`src/rtl/if_stage.sv`:
```
// Instruction-fetch stage for the miniRV single-cycle core: holds the PC, fetches one
// word per step over a req/ready handshake and selects the next PC from npc_op.
module if_stage #(
  parameter logic [31:0] RESET_PC = 32'h0000_0000
) (
  input  logic        clk_i,
  input  logic        rst_i,
  input  logic [1:0]  npc_op_i,
  input  logic        br_taken_i,
  input  logic [31:0] imm_i,
  input  logic [31:0] alu_c_i,
  output logic        imem_req_o,
  output logic [31:0] imem_addr_o,
  input  logic        imem_ready_i,
  input  logic [31:0] imem_rdata_i,
  output logic [31:0] inst_o,
  output logic        inst_valid_o,
  output logic [31:0] pc_o,
  output logic [31:0] pc4_o,
  output logic        misalign_o,
  output logic [31:0] instret_o
);

  localparam int unsigned XLEN = 32;

  typedef enum logic [1:0] {
    S_IDLE  = 2'd0,
    S_FETCH = 2'd1,
    S_EXEC  = 2'd2,
    S_HALT  = 2'd3
  } state_e;

  localparam logic [1:0] NPC_PC4  = 2'b00;
  localparam logic [1:0] NPC_JAL  = 2'b01;
  localparam logic [1:0] NPC_BR   = 2'b10;
  localparam logic [1:0] NPC_JALR = 2'b11;

  state_e           state_q;
  logic [XLEN-1:0]  pc_q;
  logic [XLEN-1:0]  inst_q;
  logic [XLEN-1:0]  instret_q;
  logic             misalign_q;
  logic [XLEN-1:0]  pc4_d;
  logic [XLEN-1:0]  pc_imm_d;
  logic [XLEN-1:0]  npc_d;

  // Next-PC candidates; all adds wrap modulo 2^32.
  always_comb begin
    pc4_d    = pc_q + XLEN'(4);
    pc_imm_d = pc_q + imm_i;
    npc_d    = pc4_d;
    unique case (npc_op_i)
      NPC_PC4:  npc_d = pc4_d;
      NPC_JAL:  npc_d = pc_imm_d;
      NPC_BR:   npc_d = br_taken_i ? pc_imm_d : pc4_d;
      NPC_JALR: npc_d = {alu_c_i[XLEN-1:1], 1'b0};
      default:  npc_d = pc4_d;
    endcase
  end

  // Fetch/execute sequencer; rst overrides every transition.
  always_ff @(posedge clk_i) begin
    if (rst_i) begin
      state_q    <= S_IDLE;
      pc_q       <= RESET_PC;
      inst_q     <= '0;
      instret_q  <= '0;
      misalign_q <= 1'b0;
    end else begin
      unique case (state_q)
        S_IDLE: state_q <= S_FETCH;
        S_FETCH: begin
          if (imem_ready_i) begin
            inst_q  <= imem_rdata_i;
            state_q <= S_EXEC;
          end
        end
        S_EXEC: begin
          if (npc_d[1:0] == 2'b00) begin
            pc_q      <= npc_d;
            instret_q <= instret_q + XLEN'(1);
            state_q   <= S_FETCH;
          end else begin
            misalign_q <= 1'b1;
            state_q    <= S_HALT;
          end
        end
        S_HALT:  state_q <= S_HALT;
        default: state_q <= S_IDLE;
      endcase
    end
  end

  assign imem_req_o   = (state_q == S_FETCH);
  assign inst_valid_o = (state_q == S_EXEC);
  assign imem_addr_o  = pc_q;
  assign inst_o       = inst_q;
  assign pc_o         = pc_q;
  assign pc4_o        = pc4_d;
  assign misalign_o   = misalign_q;
  assign instret_o    = instret_q;

endmodule

```
`config.mk`:
```
export PLATFORM = sky130hd
export DESIGN_NAME = if_stage
export DESIGN_NICKNAME = d
export VERILOG_FILES = /design/src/rtl/if_stage.sv
export SDC_FILE = /design/constraint.sdc
export NUM_CORES = 1
export LEC_CHECK = 0
export CORE_ASPECT_RATIO = 1.75
export CORE_UTILIZATION = 40
export CTS_CLUSTER_DIAMETER = 30
export DETAILED_ROUTE_END_ITERATION = 10
export PLACE_DENSITY = 0.74
export SLEW_MARGIN = 30
export SYNTH_ARGS = -nofsm -noshare
export SYNTH_HDL_FRONTEND = slang
export SYNTH_SLANG_ARGS = --single-unit
```
`constraint.sdc`:
```
create_clock -name clk_i -period 3 [get_ports clk_i]
set_input_delay 0.9 -clock clk_i [delete_from_list [all_inputs] [get_ports clk_i]]
set_output_delay 0.9 -clock clk_i [all_outputs]
set_load 0.05 [all_outputs]
```
==> results summary <==
The clock sink count is 99. The count of unique library cells instantiated by Yosys is 68. Entering global routing, the biggest net connects 69 pins. The worst path buffer plus inverter count is 1. The maximum cell stage delay along the critical path came out at 0.40 ns.

The count of buffers from port buffering came out at 263. The floorplan die width came out at 100 um. The residual overflow from global routing is 0. The boundary pin count came out at 265. Cells with a size suffix above 1 make up 28.0% of the layout. In the final routed layout, each cell accounts on average for 17.6 um.

The gate count of the mapped netlist came out at 867. The antenna violation net count after detailed routing is 0. Once the floorplan was initialized, standard cells occupied 41.1% of the core. The layout net count is 1375. Clock tree synthesis inserted a total of 9 buffers. The synthesized area divided by synthesized cell count is 7.79 um2. The overall fraction of global-route tracks in use came out at 28.6%.

STA classifies the critical path startpoint as a flop. The final reports fail on negative setup slack. The share of synthesized registers carrying an async set or reset is 0%.

At the placement stage, the worst setup path has a slack of -0.735 ns. For this run, the number of Yosys warnings is 0. The worst setup path is of the flop to output port kind. The total area inside the core boundary comes to 0.0164 mm2.

The depth of the CTS H-tree is 3. The fill cell instance count of the final layout is 1247. IR analysis of the VDD net gives a maximum drop of 0.257 mV. The die footprint is 0.0174 mm2. Clock tree synthesis selected as its root buffer the cell clkbuf_16. The initial antenna violation count came out at 3. After layout, the worst setup slack is -0.0983 ns.

The shortest period the worst path allows came out at 3.10 ns. The cell family contributing the most delay on the critical path is simple AND/OR/NAND/NOR gates. Summing over every cut layer, the via total after detailed routing is 7968. Dividing total power by cell area gives a power density of 326 mW/mm2. The routed metal-1 wire length came out at 8.94 mm. STA classifies the critical path endpoint as an output port. In the layout the commonest cells are clkdlybuf4s50_1, buf_4, nand2_1, dfxtp_1, nor2_1.

The synthesized netlist net count came out at 1003. In this run the top signal layer used is met4. Summed over all nets, wire length on met3 after detailed routing comes to 1.54 mm. Clock skew on the completed layout was measured at 0.00869 ns. In the routed design, unresolved DRC markers number 0.

The relative area change from synthesis to final layout came out at 77.1%. The number of pins with negative max-slew slack in the final report was 0. The number of flops mapped to enable cells by yosys came out at 0. The post-detailed-placement half-perimeter wirelength is 19.4 mm. The post-synthesis register bit count is 99.

The count of TritonRoute iterations in the first routing pass is 7. In the routed layout, each cell is associated on average with a via count of 5.42. The worst hold path belongs to the class flop to flop. The run finished, with violations left. The number of buffers inserted by hold repair at cts is 0. Walking the worst path, the cells encountered are and4_4 > nand4_4 > nor3_4 > nand2_2 > or3_4 > xnor2_4 > buf_12. Setup violations remaining at the end of the flow were counted as 8. Along the worst path, the maximum fanout reaches 4.

The required time at the worst-slack endpoint came out at 2.10 ns. Setup repair after global routing could not meet its margin everywhere. Of the synthesized area, sequential elements account for 29.4%. The source-to-sink clock delay at the later pin of the worst-skew pair is 0.36 ns. The row count came out at 62. The setup TNS came out at -0.311 ns. The maximum root-to-sink buffer count is 2. The via count of the first global-routing pass is 7949. The number of hold violations in the final report is 0. The measured slew at the worst slew-check pin came out at 0.593 ns. Leaving out fill and tap cells, the most frequent cell in the layout is clkdlybuf4s50_1. The netlist area before placement is 0.00675 mm2. The filler-free cell count of the finished design is 1471.

The sum of met2 wire segment lengths after detailed routing came out at 13.9 mm. The max-capacitance violation count came out at 0. After detailed routing, the total wire length is 25.9 mm. Data on the critical path arrives at its endpoint at 2.20 ns. Counting tap cells, the placed design contains a total of 1425 instances.

The worst-path cell with the longest stage delay is or3_4. The highest clock rate is 0.323 GHz. TritonCTS built the clock tree.

The worst path uses 103% of the clock period. The global placer's final weighted congestion came out at 0.925. The height of the die came out at 174 um. The relative slew slack is 60.4%. Cells fill 72.7% of the core in the end.

The flip-flop cell with the highest count after synthesis is dfxtp_1. The clock-pin slew reported for the worst setup and hold paths after clock tree synthesis came out at 0.08 ns. The number of DRC markers in iteration 0 came out at 344. For this design the static power due to leakage is 4.89 nW. The wire length of the first global-routing pass came out at 39.2 mm.
==> cell type report <==
cell class,count,area [um2],share of cell area [%]
Antenna cell,3,7.51,0.0628
Tap cell,224,280,2.34
Clock inverter,7,91.3,0.764
Clock buffer,9,225,1.88
Timing Repair Buffer,439,4220,35.3
Multi-Input combinational cell,669,5040,42.2
Inverter,21,78.8,0.659
Sequential cell,99,2010,16.8
==> cells in the mapped netlist (4+ instances only) <==
cell type	instances	share of area, %
and2_1	8	0.74
buf_4	34	3.8
o21bai_1	5	0.56
buf_2	4	0.30
inv_1	21	1.2
a21o_1	18	2.0
xor2_1	44	5.7
clkbuf_1	37	2.1
a21oi_1	79	5.9
a221oi_1	8	1.0
dfxtp_1	99	29
nor3_1	25	1.9
a211oi_1	11	1.2
o22ai_1	4	0.37
nand3_1	28	2.1
o21ai_0	26	1.9
nor2b_1	9	0.83
and3_1	15	1.4
nor2_1	84	4.7
and4_1	8	1.0
a221o_1	15	2.2
a222oi_1	5	0.74
xnor2_1	39	5.1
o21a_1	10	1.1
nand4_1	17	1.6
ha_1	33	6.1
nand2_1	113	6.3
o211ai_1	9	1.0
==> worst reg2reg max path, delay by kind of cell (launching register included) <==
family          cells  cell delay [ns]
flops               1             0.36
fa+ha+maj           1             0.30
simple gates        1             0.46
buf+inv             4             0.56
compound gates      6             1.02
==> what timing repair did <==
item,CTS,global route
pin swaps,41,58
gates resized for setup,59,85
gates cloned,1,1
buffers inserted,15,11
setup endpoints to repair,66,56
==> metal layers <==
layer	track usage [%]	up-vias
met5	0	-
met4	18.0	0
met3	5.28	90
met2	54.4	334
met1	27.3	3726
li1	-	3818
==> state kept, by name, indices dropped and copies added, names as in the netlist <==
signal       cells
imem_addr_o     32
inst_o          32
instret_o       32
state_q          2
misalign_o       1
==> where the power goes <==
group          total, W  internal (W)  switching [W]
registers       0.00139       0.00135      0.0000381
clock network   0.00122      0.000605       0.000613
logic           0.00129      0.000576       0.000711
==> metrics by stage <==
step,area [um2],hold slack (ns),power (W)
finish,12000,0.453,0.00390
detailed placement,10900,0.446,0.00263
CTS,11500,0.456,0.00386
floorplan,7010,0.484,0.00209
global placement,10900,0.441,0.00262
global route,12000,0.470,0.00405
==> kinds of logic (layout without fill, tap and decap cells) <==
logic type      after synthesis  count (layout)  share of synthesized area (%)
simple gates                328             329                           22.9
compound gates              219             219                           22.3
buf+inv                     100             476                           7.64
flops                        99              99                           29.4
xor+xnor                     83              83                           10.8
fa+ha+maj                    34              34                           6.41
mux                           4               4                          0.612
other cells                   0               3                              0
==> path summary, 6_finish.rpt <==
kind	cells past startpoint	slack (ns)	startpoint	endpoint
worst max-delay path	7	-0.1	imem_addr_o[8]$_SDFFE_PP0P_	pc4_o[24]
worst max register to register	12	0.20	imem_addr_o[3]$_SDFFE_PP0P_	imem_addr_o[21]$_SDFFE_PP0P_
worst min-delay path	2	0.45	inst_o[15]$_SDFFE_PP0P_	inst_o[15]$_SDFFE_PP0P_
worst min register to register	2	0.45	inst_o[15]$_SDFFE_PP0P_	inst_o[15]$_SDFFE_PP0P_
(Power assumes the default switching activity.)
